### config.mk
export PLATFORM = sky130hd
export DESIGN_NAME = mem_ctrl
export DESIGN_NICKNAME = d
export VERILOG_FILES = /design/src/rtl/mem_ctrl_pkg.sv /design/src/rtl/mem_ext.sv /design/src/rtl/mem_ctrl.sv
export SDC_FILE = /design/constraint.sdc
export NUM_CORES = 1
export LEC_CHECK = 0
export BUFFER_PORTS_ARGS = -buffer_cell sky130_fd_sc_hd__clkbuf_2
export CAP_MARGIN = 25
export CORE_AREA = 2 2 134 136
export DETAILED_ROUTE_END_ITERATION = 12
export DIE_AREA = 0 0 136 138
export GPL_TIMING_DRIVEN = 0
export HOLD_SLACK_MARGIN = 0.02
export PLACE_DENSITY_LB_ADDON = 0.15
export SYNTH_ARGS = -nofsm -noshare
export SYNTH_HDL_FRONTEND = slang
export SYNTH_HIERARCHICAL = 1
export SYNTH_SLANG_ARGS = --single-unit
### constraint.sdc
create_clock -name clk_in -period 4.79 [get_ports clk_in]
set_input_delay 0.479 -clock clk_in [delete_from_list [all_inputs] [get_ports clk_in]]
set_output_delay 0.479 -clock clk_in [all_outputs]
set_load 0.02 [all_outputs]
### src/rtl/mem_ctrl_pkg.sv
// Shared constants for mem_ctrl: FSM state encodings, the I/O region base and the access size codes.
package mem_ctrl_pkg;

   localparam logic [1:0] MEM_IDLE  = 2'd0;
   localparam logic [1:0] MEM_LOAD  = 2'd1;
   localparam logic [1:0] MEM_STORE = 2'd2;
   localparam logic [1:0] MEM_FETCH = 2'd3;

   localparam logic [31:0] IO_REGION = 32'h0003_0000;

   localparam logic [1:0] SIZE_B = 2'b00;
   localparam logic [1:0] SIZE_H = 2'b01;
   localparam logic [1:0] SIZE_W = 2'b10;

   // Index of the final byte of an access (byte count minus one).
   function automatic logic [1:0] last_byte(input logic [1:0] size);
      case (size)
         SIZE_B:  return 2'd0;
         SIZE_H:  return 2'd1;
         default: return 2'd3;
      endcase
   endfunction

endpackage

### src/rtl/mem_ext.sv
// Combinational sign/zero extender for byte and half-word loads; op[2] selects zero extension.
module mem_ext
   import mem_ctrl_pkg::*;
(
   input  logic [31:0] raw,
   input  logic [2:0]  op,
   output logic [31:0] res
);

   always_comb begin
      case (op[1:0])
         SIZE_B:  res = {{24{raw[7] & ~op[2]}}, raw[7:0]};
         SIZE_H:  res = {{16{raw[15] & ~op[2]}}, raw[15:0]};
         default: res = raw;
      endcase
   end

endmodule

### src/rtl/mem_ctrl.sv
// Byte-serial memory controller: serialises LSB loads/stores and 32-bit fetches onto an 8-bit RAM port.
// Optional MEM_IOBUF_STALL_EN: store bytes to the 0x30000 I/O region wait while io_buffer_full is high.
//   state     | meaning
//   MEM_IDLE  | no access in flight; completion pulses are driven here
//   MEM_LOAD  | LSB load, one byte address presented per cycle
//   MEM_STORE | LSB store, one byte written per cycle (runs to completion)
//   MEM_FETCH | instruction fetch, four byte addresses
module mem_ctrl
   import mem_ctrl_pkg::*;
(
   input  logic        clk_in,
   input  logic        rst_in,
   input  logic        rdy_in,
   input  logic        rob_clear,
   input  logic        is_io,
   input  logic        is_store,
   input  logic [31:0] io_addr,
   input  logic [31:0] io_data,
   input  logic [2:0]  io_op,
   output logic        mem_res_avail,
   output logic [31:0] mem_res,
   output logic        mem_stuck,
   input  logic        if_req,
   input  logic [31:0] if_addr,
   output logic        if_res_avail,
   output logic [31:0] if_res,
   input  logic [7:0]  mem_din,
   output logic [7:0]  mem_dout,
   output logic [31:0] mem_a,
   output logic        mem_wr,
   input  logic        io_buffer_full
);

   logic [1:0]  state;
   logic [2:0]  cnt;
   logic [1:0]  last_q;
   logic [2:0]  op_q;
   logic [31:0] data_q;
   logic [31:0] raw;
   logic [31:0] assembled;
   logic [31:0] ext_res;
   logic [1:0]  cap_idx;
   logic        din_vld;
   logic        wr_q;
   logic        kill_q;
   logic        res_avail_q;
   logic        res_load_q;
   logic        if_avail_q;
   logic        at_last;
   logic        io_stall;

`ifdef MEM_IOBUF_STALL_EN
   assign io_stall = io_buffer_full && ((mem_a & IO_REGION) == IO_REGION);
`else
   logic unused_iobuf;
   assign unused_iobuf = io_buffer_full;
   assign io_stall     = 1'b0;
`endif

   assign at_last       = (cnt == {1'b0, last_q});
   assign cap_idx       = cnt[1:0] - 2'd1;
   assign mem_stuck     = (state != MEM_IDLE);
   assign mem_wr        = wr_q && rdy_in && !io_stall;
   assign mem_res_avail = res_avail_q;
   assign if_res_avail  = if_avail_q;

   // The final byte of a read is only on mem_din during the completion cycle itself.
   always_comb begin
      assembled = raw;
      case (last_q)
         2'd0:    assembled[7:0]   = mem_din;
         2'd1:    assembled[15:8]  = mem_din;
         default: assembled[31:24] = mem_din;
      endcase
   end

   mem_ext u_ext (
      .raw (assembled),
      .op  (op_q),
      .res (ext_res)
   );

   assign mem_res = (res_avail_q && res_load_q) ? ext_res : 32'd0;
   assign if_res  = if_avail_q ? assembled : 32'd0;

   always_ff @(posedge clk_in or posedge rst_in) begin
      if (rst_in) begin
         state       <= MEM_IDLE;
         cnt         <= 3'd0;
         last_q      <= 2'd0;
         op_q        <= 3'd0;
         data_q      <= 32'd0;
         raw         <= 32'd0;
         din_vld     <= 1'b0;
         wr_q        <= 1'b0;
         kill_q      <= 1'b0;
         res_avail_q <= 1'b0;
         res_load_q  <= 1'b0;
         if_avail_q  <= 1'b0;
         mem_a       <= 32'd0;
         mem_dout    <= 8'd0;
      end else if (!rdy_in) begin
         // Keep the byte already in flight; the held address is re-read on resume and discarded.
         if (din_vld) raw[{cap_idx, 3'b000} +: 8] <= mem_din;
         din_vld <= 1'b0;
      end else begin
         res_avail_q <= 1'b0;
         if_avail_q  <= 1'b0;
         din_vld     <= 1'b0;
         if (din_vld) raw[{cap_idx, 3'b000} +: 8] <= mem_din;
         case (state)
            MEM_IDLE: begin
               cnt <= 3'd0;
               if (!rob_clear && is_io) begin
                  state  <= is_store ? MEM_STORE : MEM_LOAD;
                  mem_a  <= io_addr;
                  op_q   <= io_op;
                  last_q <= last_byte(io_op[1:0]);
                  kill_q <= 1'b0;
                  if (is_store) begin
                     mem_dout <= io_data[7:0];
                     data_q   <= io_data >> 8;
                     wr_q     <= 1'b1;
                  end
               end else if (!rob_clear && if_req) begin
                  state  <= MEM_FETCH;
                  mem_a  <= if_addr;
                  last_q <= 2'd3;
               end
            end
            MEM_LOAD, MEM_FETCH: begin
               if (rob_clear) begin
                  state <= MEM_IDLE;
               end else if (at_last) begin
                  state <= MEM_IDLE;
                  if (state == MEM_LOAD) begin
                     res_avail_q <= 1'b1;
                     res_load_q  <= 1'b1;
                  end else begin
                     if_avail_q <= 1'b1;
                  end
               end else begin
                  cnt     <= cnt + 3'd1;
                  mem_a   <= mem_a + 32'd1;
                  din_vld <= 1'b1;
               end
            end
            default: begin
               if (rob_clear) kill_q <= 1'b1;
               if (!io_stall) begin
                  if (at_last) begin
                     state       <= MEM_IDLE;
                     wr_q        <= 1'b0;
                     res_avail_q <= !(kill_q || rob_clear);
                     res_load_q  <= 1'b0;
                  end else begin
                     cnt      <= cnt + 3'd1;
                     mem_a    <= mem_a + 32'd1;
                     mem_dout <= data_q[7:0];
                     data_q   <= data_q >> 8;
                  end
               end
            end
         endcase
      end
   end

endmodule

==> results.md, run 1 <==
| Group | Parameter | Value |
|:---|:---|:---|
| outcome | Outcome | finished, final reports clean |
| drt | Iter 0 DRT Violations | 397 |
| cells and area | Layout-stage area growth over the synthesis result | 25.0% |
| clock tree | Latest clock arrival within the worst-skew pair | 370 ps |
| pwr | Clock power share | 0.171 |
| drt | Total length of routed wires | 21,400 µm |
| cells and area | Fraction of layout cells with a size suffix above 1 | 0.303 |
| sta | Worst relative slew slack | 0.362 |
| synthesis | Number of nets in the synthesized netlist | 911 |
| worst setup path | Crit path largest cell delay | 680 ps |
| sta | Achievable clock frequency | 259 MHz |
| synthesis | Synthesized instance count | 785 |
| synthesis | Fraction of the yosys area taken by sequential cells | 0.402 |
| drt | Per-cell routed wire length | 17.1 µm |
| placed design | Worst setup timing slack at the placement stage | 1350 ps |
| worst setup path | Worst path slowest cell | sky130_fd_sc_hd__nor2_1 |
| run | Number of max-cap violations | 0 |
| cells and area | Diodes inserted | 0 |
| synthesis | Fraction of synthesized cell area taken by the top area cell type | 0.402 |
| drt | Routed via count divided by cell count | 5.41 |
| hold path | Worst hold path type | in -> async |
| clock tree | Number of clock buffers inserted by TritonCTS | 9 |
| grt | Pin count of the biggest net entering global routing | 77 |
| worst setup path | Arr. time, crit path | 3380 ps |
| pwr | Max rail drop VDD | 228 µV |
| worst setup path | Cell chain of the critical path | buf_1 > nor2_1 > mux2_2 > mux2i_2 > clkbuf_1 > o21ai_0 > and3_1 > clkbuf_2 |
| clock tree | Buffers from clock root to sink, at most | 2 |
| clock tree | Total number of clock tree sinks | 112 |
| synthesis | Yosys reg bits | 112 |
| synthesis | Yosys cell types | 56 |
| worst setup path | Top cell family by delay on the critical path | simple AND/OR/NAND/NOR gates |
| grt | Combined global-route utilization of all metal layers | 0.230 |
| floorplanning | Core area | 17,500 µm² |
| sta | Final worst setup slack | 931 ps |
| sta | Final Max Slew Viols | 0 |
| grt | First-pass GRT wire length | 34,500 µm |
| grt | Initial antenna violation count | 0 |
| sta | Setup Skew | 14.1 ps |
| floorplanning | Initial standard-cell utilization of the core | 0.397 |
| floorplanning | I/O Pins | 223 |
| synthesis | Mean area per synthesized cell | 8.87 µm² |
| pwr | Logic pwr share | 0.463 |
| cells and area | Area taken by flip-flops and latches | 2800 µm² |
| sta | Measured slew at the worst slew-check pin | 950 ps |
| pwr | Power consumption | 4.57 mW |
| cells and area | Nets | 1,146 |
| cells and area | Combined area of the multi-input logic cells | 3830 µm² |
| placed design | Port Buf Inserts | 221 |
| cells and area | Count of fill cells added during filler insertion | 1,736 |
| clock tree | Hold-fix buffers at CTS | 0 |
| synthesis | Dominant cells by area after synthesis | sky130_fd_sc_hd__dfrtp_1, sky130_fd_sc_hd__nand2_1, sky130_fd_sc_hd__o21ai_0 |
| synthesis | Most used flip-flop cell after synthesis | sky130_fd_sc_hd__dfrtp_1 |
| worst setup path | R2R Setup Slk | 2120 ps |
| synthesis | Total number of yosys warnings | 6 |
| worst setup path | CP Data Required Time | 4310 ps |
| synthesis | Library cell occupying the most area in the post-synthesis netlist | sky130_fd_sc_hd__dfrtp_1 |
| worst setup path | Critical path buffer and inverter count | 3 |
| drt | DR vias | 6,784 |
| sta | Final setup fails | 0 |
| pwr | Fraction of power spent switching nets | 0.450 |
| drt | Remaining number of nets flagged by the antenna check after routing | 0 |
| sta | Final count of hold timing violations | 0 |
| floorplanning | Row count | 49 |
| floorplanning | Die extent in y | 138 µm |
| floorplanning | Die W | 136 µm |
| clock tree | CTS tree | yes |
| pwr | P_leak | 4.44 nW |
| sta | Setup repair after global routing missed its margin | no |
| drt | Detailed Routing Iterations Pass 1 | 5 |
| drt | Total DRC errors in the routed layout | 0 |
| clock tree | Cell at the root of the clock tree | sky130_fd_sc_hd__clkbuf_16 |
| synthesis | Top post-synthesis cells by count | sky130_fd_sc_hd__nand2_1, sky130_fd_sc_hd__dfrtp_1, sky130_fd_sc_hd__o21ai_0 |
| placed design | Post-DP HPWL | 16,300 µm |
| pwr | Switching power | 2.06 mW |
| pwr | Total power per unit cell area | 525 nW/µm² |
| synthesis | Number of enable flip-flop cells after synthesis | 0 |
| grt | Vias in the first global route | 6,521 |
| synthesis | Leading cell type by number of instances after synthesis | sky130_fd_sc_hd__nand2_1 |
| floorplanning | Die footprint | 18,800 µm² |
| synthesis | Fraction of registers with async set or reset after synthesis | 1.00 |
| worst setup path | Maximum fanout along the worst path | 10 |
| sta | Crit share post-route | 0.806 |
| pwr | Internal power contribution | 2.51 mW |
| sta | Shortest clock period the worst path allows after layout | 3860 ps |
| clock tree | H-tree depth | 3 |
| grt | Total gr overflow | 0 |
| worst setup path | Kind of capture point of the worst setup path | output port |
| clock tree | Post-CTS clock slew at the launch and capture registers of the worst setup and hold paths | 80 ps |
| clock tree | Buffers inserted by post-CTS timing repair | 0 |
| worst setup path | WS Path Type | reg -> out |
| clock tree | Count of cells resized by post-cts repair | 0 |
| placed design | Weighted congestion reported at the end of routability-driven placement | 0.884 |
| pwr | Part of the total power dissipated in sequential elements | 0.366 |
| worst setup path | Launching element type of the critical path | register |
| synthesis | Post-synthesis instance area | 6970 µm² |
## cells by family after synthesis
kind of cell	synth area share
flip-flops	0.402
buffers and inverters	0.0476
AND/OR/NAND/NOR	0.262
XOR/XNOR	0.00359
AO/OA/AOI/OAI	0.179
multiplexers	0.0859
adder cells (fa/ha/maj)	0.0198
## registers in the layout, indices dropped and copies added, names as in the netlist
register / count
mem_a: 32
wr_q: 1
mem_dout: 8
cnt: 3
data_q: 24
if_res_avail: 1
kill_q: 1
last_q: 2
state: 2
res_load_q: 1
raw: 32
mem_res_avail: 1
din_vld: 1
op_q: 3
## power by group through the flow
stage          combinational (mW)  sequential [mW]  clock [mW]
6_report                     2.12             1.67       0.783
5_1_grt                      2.35             1.73       0.840
4_1_cts                      2.13             1.67       0.806
3_5_place_dp                 2.12             1.68           0
3_3_place_gp                 2.09             1.67           0
2_1_floorplan                1.33             1.77           0
## worst reg2reg max path, cell delays in order, from the launching register on
cell	delay [ps]
sky130_fd_sc_hd__dfrtp_1	430
sky130_fd_sc_hd__inv_1	100
sky130_fd_sc_hd__ha_1	220
sky130_fd_sc_hd__buf_2	230
sky130_fd_sc_hd__nand2_1	70
sky130_fd_sc_hd__nor3_1	510
sky130_fd_sc_hd__clkbuf_1	580
sky130_fd_sc_hd__nand3_1	240
sky130_fd_sc_hd__o221a_2	190
## path summary, 6_finish.rpt
kind,start,endpoint,depth (start not counted)
setup reg to reg,state[0]$_DFFE_PP0P_,mem_a[3]$_DFFE_PP0P_,8
hold / removal,rst_in,raw[7]$_DFFE_PP0P_,2
hold reg to reg,data_q[5]$_DFFE_PP0P_,data_q[5]$_DFFE_PP0P_,2
min in group clk_in,io_data[27],data_q[19]$_DFFE_PP0P_,2
setup / recovery,last_q[1]$_DFFE_PP0P_,mem_res[19],8
max in group asynchronous,rst_in,mem_a[26]$_DFFE_PP0P_,3
## routing by layer
layer / track usage / wire length, µm / share of wire / up-vias
li1: - / - / - / 3338
met1: 0.319 / 9960 / 0.47 / 3181
met2: 0.368 / 9710 / 0.45 / 231
met3: 0.0374 / 1270 / 0.060 / 34
met4: 0.0751 / 467 / 0.022 / 0
met5: 0 / 0 / 0 / -
## cells in the final DEF (no fill, tap or decap), types with 10 or more instances in the layout
cell                       instances
sky130_fd_sc_hd__clkbuf_2        222
sky130_fd_sc_hd__nand2_1         126
sky130_fd_sc_hd__dfrtp_1         112
sky130_fd_sc_hd__o21ai_0          75
sky130_fd_sc_hd__and3_1           54
sky130_fd_sc_hd__a22o_1           40
sky130_fd_sc_hd__and2_1           39
sky130_fd_sc_hd__nand3_1          37
sky130_fd_sc_hd__mux2i_1          28
sky130_fd_sc_hd__clkbuf_1         28
sky130_fd_sc_hd__mux2_2           27
sky130_fd_sc_hd__nor2_1           26
sky130_fd_sc_hd__a21oi_1          23
sky130_fd_sc_hd__buf_2            17
sky130_fd_sc_hd__nor3_1           16
sky130_fd_sc_hd__and4_1           13
sky130_fd_sc_hd__nand4_1          11
sky130_fd_sc_hd__ha_1             11
sky130_fd_sc_hd__inv_1            10
sky130_fd_sc_hd__nor4_1           10
## stage by stage
| stage | hold slack [ps] | cell area, µm² | utilization | setup TNS, ps | std cells |
|---|---|---|---|---|---|
| 3_5_place_dp | 470 | 8400 | 0.479 | 0 | 1238 |
| 4_1_cts | 103 | 8700 | 0.496 | 0 | 1254 |
| 3_3_place_gp | 461 | 8360 | 0.477 | -16410 | 1235 |
| 6_report | 98.5 | 8700 | 0.496 | 0 | 1254 |
| 5_1_grt | 118 | 8700 | 0.496 | 0 | 1254 |
| 2_1_floorplan | 449 | 6970 | - | 0 | 785 |
## cell type report
cell class	count	share of cell area
Timing Repair Buffer	224	0.131
Sequential cell	112	0.322
Buffer	59	0.0333
Clock buffer	9	0.0259
Inverter	11	0.00532
Tap cell	229	0.0329
Clock inverter	7	0.00906
Multi-Input combinational cell	603	0.440
Note: power is estimated with default switching activity, not from simulation.
==> inputs of run 2 (changes only) <==
==> constraint.sdc (replaced) <==
create_clock -name clk_in -period 3.8 [get_ports clk_in]
set_input_delay 0.38 -clock clk_in [delete_from_list [all_inputs] [get_ports clk_in]]
set_output_delay 0.38 -clock clk_in [all_outputs]
set_load 0.02 [all_outputs]
==> run 2 against run 1 <==
Effect of this change:
- final cell count hardly changed
- critical path depth is the same
- clock power grew 26%
- clock skew barely moved
- largest power group unchanged
==> results.md, run 2 (same netlist as run 1, synthesis figures left out) <==
| Group | Parameter | Value | Delta |
|:---|:---|:---|:---|
| cells and area | Count of fill cells added during filler insertion | 1,738 | +0.12% |
| run | Number of max-cap violations | 0 | unchanged |
| worst setup path | Maximum fanout along the worst path | 10 | unchanged |
| sta | Worst relative slew slack | 0.368 | +0.00679 |
| floorplanning | Die W | 136 µm | unchanged |
| worst setup path | Launching element type of the critical path | register |  |
| hold path | Worst hold path type | in -> reg |  |
| drt | Iter 0 DRT Violations | 372 | -6.3% |
| drt | Total DRC errors in the routed layout | 0 | unchanged |
| sta | Shortest clock period the worst path allows after layout | 3520 ps |  |
| clock tree | Total number of clock tree sinks | 112 | unchanged |
| grt | First-pass GRT wire length | 34,600 µm | about the same |
| drt | Routed via count divided by cell count | 5.42 | +0.26% |
| drt | DR vias | 6,807 | +0.34% |
| sta | Achievable clock frequency | 284 MHz |  |
| clock tree | Buffers inserted by post-CTS timing repair | 0 | unchanged |
| cells and area | Nets | 1,147 | +0.087% |
| clock tree | Cell at the root of the clock tree | sky130_fd_sc_hd__clkbuf_16 |  |
| clock tree | Number of clock buffers inserted by TritonCTS | 9 | unchanged |
| outcome | Outcome | finished, final reports clean |  |
| floorplanning | I/O Pins | 223 | unchanged |
| cells and area | Layout-stage area growth over the synthesis result | 25.1% |  |
| grt | Initial antenna violation count | 0 | unchanged |
| sta | Final setup fails | 0 | unchanged |
| floorplanning | Row count | 49 | unchanged |
| sta | Measured slew at the worst slew-check pin | 940 ps | -10.1 ps |
| worst setup path | Arr. time, crit path | 3140 ps | -240 ps |
| worst setup path | Worst path slowest cell | sky130_fd_sc_hd__nor2_2 |  |
| sta | Final count of hold timing violations | 0 | unchanged |
| grt | Pin count of the biggest net entering global routing | 77 | unchanged |
| sta | Setup repair after global routing missed its margin | no |  |
| drt | Total length of routed wires | 21,400 µm | -0.25% |
| placed design | Port Buf Inserts | 221 | unchanged |
| sta | Final Max Slew Viols | 0 | unchanged |
| cells and area | Most common library cell in the layout ignoring fill and taps | sky130_fd_sc_hd__clkbuf_2 |  |
| worst setup path | Top cell family by delay on the critical path | buffers and inverters |  |
| pwr | Max rail drop VDD | 287 µV | +26% |
| floorplanning | Core area | 17,500 µm² | unchanged |
| drt | Remaining number of nets flagged by the antenna check after routing | 0 | unchanged |
| sta | Fin Setup TNS | 0 ps | unchanged |
| grt | Combined global-route utilization of all metal layers | 0.230 | about the same |
| placed design | Post-DP HPWL | 16,300 µm | unchanged |
| placed design | Post-detailed-placement cell area | 8400 µm² | unchanged |
| worst setup path | Crit path largest cell delay | 470 ps | -210 ps |
| pwr | P_leak | 4.44 nW | about the same |
| clock tree | CTS tree | yes |  |
| worst setup path | Kind of capture point of the worst setup path | output port |  |
| grt | Total gr overflow | 0 | unchanged |
| placed design | Weighted congestion reported at the end of routability-driven placement | 0.884 | unchanged |
| drt | Detailed Routing Iterations Pass 1 | 5 | unchanged |
| sta | Setup Skew | 14.5 ps | +0.387 ps |
| floorplanning | Initial standard-cell utilization of the core | 0.397 | unchanged |
| sta | Crit share post-route | 0.926 |  |
| grt | Vias in the first global route | 6,533 | +0.18% |
| cells and area | Largest registers | mem_a: 32 flops, raw: 32 flops, data_q: 24 flops |  |
| clock tree | Buffers from clock root to sink, at most | 2 | unchanged |
| floorplanning | Die footprint | 18,800 µm² | unchanged |
| worst setup path | CP Data Required Time | 3420 ps | -890 ps |
| cells and area | Post-route cell area | 8720 µm² | +0.14% |
| drt | Per-cell routed wire length | 17.0 µm | -0.33% |
| pwr | Total power per unit cell area | 661 nW/µm² | +26% |
| clock tree | Post-CTS clock slew at the launch and capture registers of the worst setup and hold paths | 80 ps | about the same |
| cells and area | Fraction of layout cells with a size suffix above 1 | 0.304 | +0.000679 |
| cells and area | Diodes inserted | 0 | unchanged |
| worst setup path | Cell chain of the critical path | buf_1 > nor2_2 > mux2_2 > mux2i_2 > clkbuf_1 > o21ai_0 > and3_1 > clkbuf_2 |  |
| clock tree | Latest clock arrival within the worst-skew pair | 370 ps | about the same |
| floorplanning | Die extent in y | 138 µm | unchanged |
| cells and area | Leading cell types in the layout, fill and taps excluded | sky130_fd_sc_hd__clkbuf_2, sky130_fd_sc_hd__nand2_1, sky130_fd_sc_hd__dfrtp_1, sky130_fd_sc_hd__o21ai_0, sky130_fd_sc_hd__and3_1 |  |
| worst setup path | Critical path buffer and inverter count | 3 | unchanged |
| worst setup path | WS Path Type | reg -> out |  |
| clock tree | H-tree depth | 3 | unchanged |
run 2: power breakdown:
group / internal [mW] / total, mW / switching (mW) / leakage, nW
sequential: 1.62 / 2.11 / 0.485 / 1.44
clock: 0.476 / 0.986 / 0.511 / 0.151
combinational: 1.07 / 2.67 / 1.59 / 2.84
total: 3.17 / 5.76 / 2.59 / 4.44
run 2: final timing paths:
path	slack [ps]	start	endpoint	cells past startpoint
max reg2reg	1120	state[0]$_DFFE_PP0P_	mem_a[3]$_DFFE_PP0P_	8
min reg2reg	490	data_q[5]$_DFFE_PP0P_	data_q[5]$_DFFE_PP0P_	2
min	230	io_data[27]	data_q[19]$_DFFE_PP0P_	2
max	280	last_q[1]$_DFFE_PP0P_	mem_res[19]	8
max in group asynchronous	2560	rst_in	mem_a[26]$_DFFE_PP0P_	4
min in group asynchronous	560	rst_in	raw[7]$_DFFE_PP0P_	3
run 2: stage by stage:
stage | cells | total power, mW | util | hold WS, ps | worst slack, ps
finish | 1255 | 5.76 | 0.497 | 228 | 282
detailed placement | 1238 | 4.79 | 0.479 | 397 | 463
CTS | 1255 | 5.80 | 0.497 | 214 | 82.1
floorplan | 785 | 3.90 | - | 449 | 461
global placement | 1235 | 4.75 | 0.477 | 461 | -1050
global route | 1255 | 6.20 | 0.497 | 220 | 54.1
run 2: routing by layer:
metal  share of wire  track usage  vias to the layer above
met5               0            0                        -
met4           0.023       0.0751                        0
met3           0.061       0.0374                       38
met2            0.45        0.368                      238
met1            0.46        0.319                     3192
li1                -            -                     3339
run 2: timing repair:
action                                  4_1_cts  5_1_grt
endpoints found under the hold margin        36        0
endpoints found under the setup margin        0       10
hold buffers                                  1        0
resized for setup                             0        1
run 2: layout make-up:
| cell class | instances | area, µm² | share of cell area |
|---|---|---|---|
| clock buffers | 9 | 225 | 0.0258 |
| clock inverters | 7 | 78.8 | 0.00904 |
| inverters | 11 | 46.3 | 0.00531 |
| repair buffers | 225 | 1150 | 0.132 |
| flip-flops and latches | 112 | 2800 | 0.322 |
| well taps | 229 | 287 | 0.0329 |
| plain buffers | 59 | 290 | 0.0333 |
| multi-input cells | 603 | 3830 | 0.440 |
run 2: worst register-to-register path: stages (launching register included):
cell	delay, ps
sky130_fd_sc_hd__dfrtp_1	430
sky130_fd_sc_hd__inv_1	100
sky130_fd_sc_hd__ha_1	220
sky130_fd_sc_hd__buf_2	220
sky130_fd_sc_hd__nand2_1	70
sky130_fd_sc_hd__nor3_1	510
sky130_fd_sc_hd__clkbuf_1	590
sky130_fd_sc_hd__nand3_1	240
sky130_fd_sc_hd__o221a_2	190
==> inputs of run 3 (changes only) <==
--- a/config.mk
+++ b/config.mk
@@ -5,7 +5,7 @@
 export SDC_FILE = /design/constraint.sdc
 export NUM_CORES = 1
 export LEC_CHECK = 0
-export BUFFER_PORTS_ARGS = -buffer_cell sky130_fd_sc_hd__clkbuf_2
+export BUFFER_PORTS_ARGS = -buffer_cell sky130_fd_sc_hd__buf_2
 export CAP_MARGIN = 25
 export CORE_AREA = 2 2 134 136
 export DETAILED_ROUTE_END_ITERATION = 12
==> run 3 against run 2 <==
Effect of this change:
- worst hold slack worse by 190 ps
- first-iteration DRC count is 16% higher
- critical endpoint unchanged
- critical path type unchanged
- largest cell class unchanged
- wire length is 0.35% lower
==> results.md, run 3 (same netlist as run 1, synthesis figures left out) <==
| Group | Parameter | Value | Delta |
|:---|:---|:---|:---|
| grt | GR met2 Demand/Resource | 0.366 | -0.00185 |
| cells and area | Number of standard cells in the final layout excluding fillers | 1,254 | -0.080% |
| cells and area | Leading cell types in the layout, fill and taps excluded | sky130_fd_sc_hd__buf_2, sky130_fd_sc_hd__nand2_1, sky130_fd_sc_hd__dfrtp_1, sky130_fd_sc_hd__o21ai_0, sky130_fd_sc_hd__and3_1 |  |
| drt | Per-cell routed wire length | 17.0 µm | -0.27% |
| worst setup path | RR Endpoint | mem_a[3]$_DFFE_PP0P_ |  |
| sta | Final setup fails | 0 | unchanged |
| grt | Met3 track demand over resource in global routing | 0.0356 | -0.00183 |
| sta | Final Max Slew Viols | 0 | unchanged |
| floorplanning | Row count | 49 | unchanged |
| worst setup path | R2R Setup Slk | 1150 ps | +30 ps |
| outcome | Outcome | finished, final reports clean |  |
| clock tree | Number of clock buffers inserted by TritonCTS | 9 | unchanged |
| clock tree | Buffers inserted by post-CTS timing repair | 0 | unchanged |
| grt | Total gr overflow | 0 | unchanged |
| clock tree | CTS tree | yes |  |
| grt | First-pass GRT wire length | 34,300 µm | -0.66% |
| drt | DR vias | 6,794 | -0.19% |
| drt | Iter 0 DRT Violations | 432 | +16% |
| placed design | Number of cells in the design after placement | 1,238 | unchanged |
| grt | Combined global-route utilization of all metal layers | 0.229 | -0.000920 |
| placed design | Port Buf Inserts | 221 | unchanged |
| pwr | Power consumption | 5.79 mW | +0.51% |
| worst setup path | Arr. time, crit path | 3110 ps | -30 ps |
| grt | Met1 layer usage reported by global route | 0.322 | +0.00370 |
| sta | Final count of hold timing violations | 0 | unchanged |
| clock tree | Buffers from clock root to sink, at most | 2 | unchanged |
| cells and area | Most common library cell in the layout ignoring fill and taps | sky130_fd_sc_hd__buf_2 |  |
| floorplanning | Die W | 136 µm | unchanged |
| placed design | Weighted congestion reported at the end of routability-driven placement | 0.889 | +0.58% |
| pwr | Total power per unit cell area | 664 nW/µm² | +0.57% |
| sta | Setup Skew | 11.3 ps | -3.15 ps |
| grt | Most Crowded Layer GR | met2 |  |
| clock tree | Count of cells resized by post-cts repair | 0 | unchanged |
| worst setup path | Critical R2R Launch | state[0]$_DFFE_PP0P_ |  |
| cells and area | Combined area of the multi-input logic cells | 3830 µm² | unchanged |
| worst setup path | Number of cells on the worst reg-to-reg path | 8 | unchanged |
| sta | Final worst setup slack | 310 ps | +27.4 ps |
| pwr | Max rail drop VDD | 309 µV | +7.8% |
| clock tree | Cell at the root of the clock tree | sky130_fd_sc_hd__clkbuf_16 |  |
| placed design | Post-DP HPWL | 16,100 µm | -1.1% |
| worst setup path | Kind of capture point of the worst setup path | output port |  |
| clock tree | Hold-fix buffers at CTS | 0 | -1 |
| clock tree | Latest clock arrival within the worst-skew pair | 360 ps | about the same |
| worst setup path | Maximum fanout along the worst path | 10 | unchanged |
| cells and area | Largest registers | mem_a: 32 flops, raw: 32 flops, data_q: 24 flops |  |
| sta | Measured slew at the worst slew-check pin | 924 ps | -16.2 ps |
| floorplanning | Die footprint | 18,800 µm² | unchanged |
| hold path | Worst hold path type | in -> async |  |
| clock tree | Total number of clock tree sinks | 112 | unchanged |
| worst setup path | WS Path Type | reg -> out |  |
| drt | Total DRC errors in the routed layout | 0 | unchanged |
| floorplanning | I/O Pins | 223 | unchanged |
| drt | Routed via count divided by cell count | 5.42 | -0.11% |
| floorplanning | Initial standard-cell utilization of the core | 0.397 | unchanged |
| pwr | P_leak | 4.47 nW | +0.77% |
| drt | Total length of routed wires | 21,300 µm | -0.35% |
| worst setup path | CP Data Required Time | 3420 ps | about the same |
| run | Number of max-cap violations | 0 | unchanged |
| placed design | Worst setup timing slack at the placement stage | 486 ps | +23.3 ps |
| cells and area | Nets | 1,146 | -0.087% |
| cells and area | Layout-stage area growth over the synthesis result | 25.1% | about the same |
| cells and area | Diodes inserted | 0 | unchanged |
| cells and area | Count of fill cells added during filler insertion | 1,784 | +2.6% |
| cells and area | Final core utilization | 0.497 | about the same |
| worst setup path | Launching element type of the critical path | register |  |
| grt | Pin count of the biggest net entering global routing | 67 | -13% |
| floorplanning | Core area | 17,500 µm² | unchanged |
| sta | Min Hold Slack | 34.1 ps | -194 ps |
| cells and area | Fraction of layout cells with a size suffix above 1 | 0.304 | about the same |
| drt | Remaining number of nets flagged by the antenna check after routing | 0 | unchanged |
| sta | Shortest clock period the worst path allows after layout | 3490 ps | -27.4 ps |
| sta | Achievable clock frequency | 287 MHz | +0.78% |
| cells and area | Area taken by flip-flops and latches | 2800 µm² | unchanged |
| floorplanning | Die extent in y | 138 µm | unchanged |
| drt | Detailed Routing Iterations Pass 1 | 5 | unchanged |
| grt | Initial antenna violation count | 0 | unchanged |
| grt | Vias in the first global route | 6,500 | -0.51% |
| sta | Setup repair after global routing missed its margin | no |  |
| sta | Worst relative slew slack | 0.379 | +0.0109 |
| clock tree | H-tree depth | 3 | unchanged |
| clock tree | Post-CTS clock slew at the launch and capture registers of the worst setup and hold paths | 80 ps | about the same |
| sta | Crit share post-route | 0.918 | -0.00721 |
==> run 3: changes by cell type in the layout (fill, tap and decap cells not counted), sizes merged <==
cell	delta
buf	+221
bufinv	+1
clkbuf	-221
clkinv	-1
clkinvlp	+1
dlygate4sd3	-1
inv	-1
==> run 3: how the worst max path moves through the flow <==
stage                                  to  slack (ps)                  start
floorplan              cnt[0]$_DFFE_PP0P_         460                 rst_in
detailed placement            mem_res[19]         490  last_q[1]$_DFFE_PP0P_
finish                        mem_res[19]         310  last_q[1]$_DFFE_PP0P_
global route                  mem_res[19]         140  last_q[1]$_DFFE_PP0P_
CTS                           mem_res[19]          80  last_q[1]$_DFFE_PP0P_
global placement    mem_a[31]$_DFFE_PP0P_       -1060                 rst_in
==> run 3: per-layer routing <==
metal	vias to the layer above	share of wire
met5	-	0
li1	3342	-
met2	228	0.46
met4	0	0.016
met3	24	0.064
met1	3200	0.46
==> run 3: cell type report <==
class | instances | share of cell area
tap | 229 | 0.0329
buffer | 59 | 0.0333
sequential | 112 | 0.322
inverter | 11 | 0.00531
multi-input combinational | 603 | 0.440
clock inverter | 7 | 0.00962
timing repair buffer | 224 | 0.131
clock buffer | 9 | 0.0259
==> run 3: power breakdown <==
part	switching (mW)	internal (mW)	leakage (nW)	total [mW]
clock network	0.487	0.527	0.149	1.01
registers	0.477	1.62	1.44	2.10
logic	1.60	1.08	2.88	2.68
==> run 3: metrics by stage <==
step                area [µm²]  TNS (ps)
CTS                       8710         0
detailed placement        8400         0
global route              8710         0
floorplan                 6970         0
finish                    8710         0
global placement          8360   -118340
==> run 3: worst max-delay path: stages (launching register included) <==
cell and delay, ps:
sky130_fd_sc_hd__dfrtp_1 400, sky130_fd_sc_hd__buf_1 290, sky130_fd_sc_hd__nor2_2 470, sky130_fd_sc_hd__mux2_2 440, sky130_fd_sc_hd__mux2i_2 320, sky130_fd_sc_hd__clkbuf_1 330
sky130_fd_sc_hd__o21ai_0 150, sky130_fd_sc_hd__and3_1 200, sky130_fd_sc_hd__buf_2 150
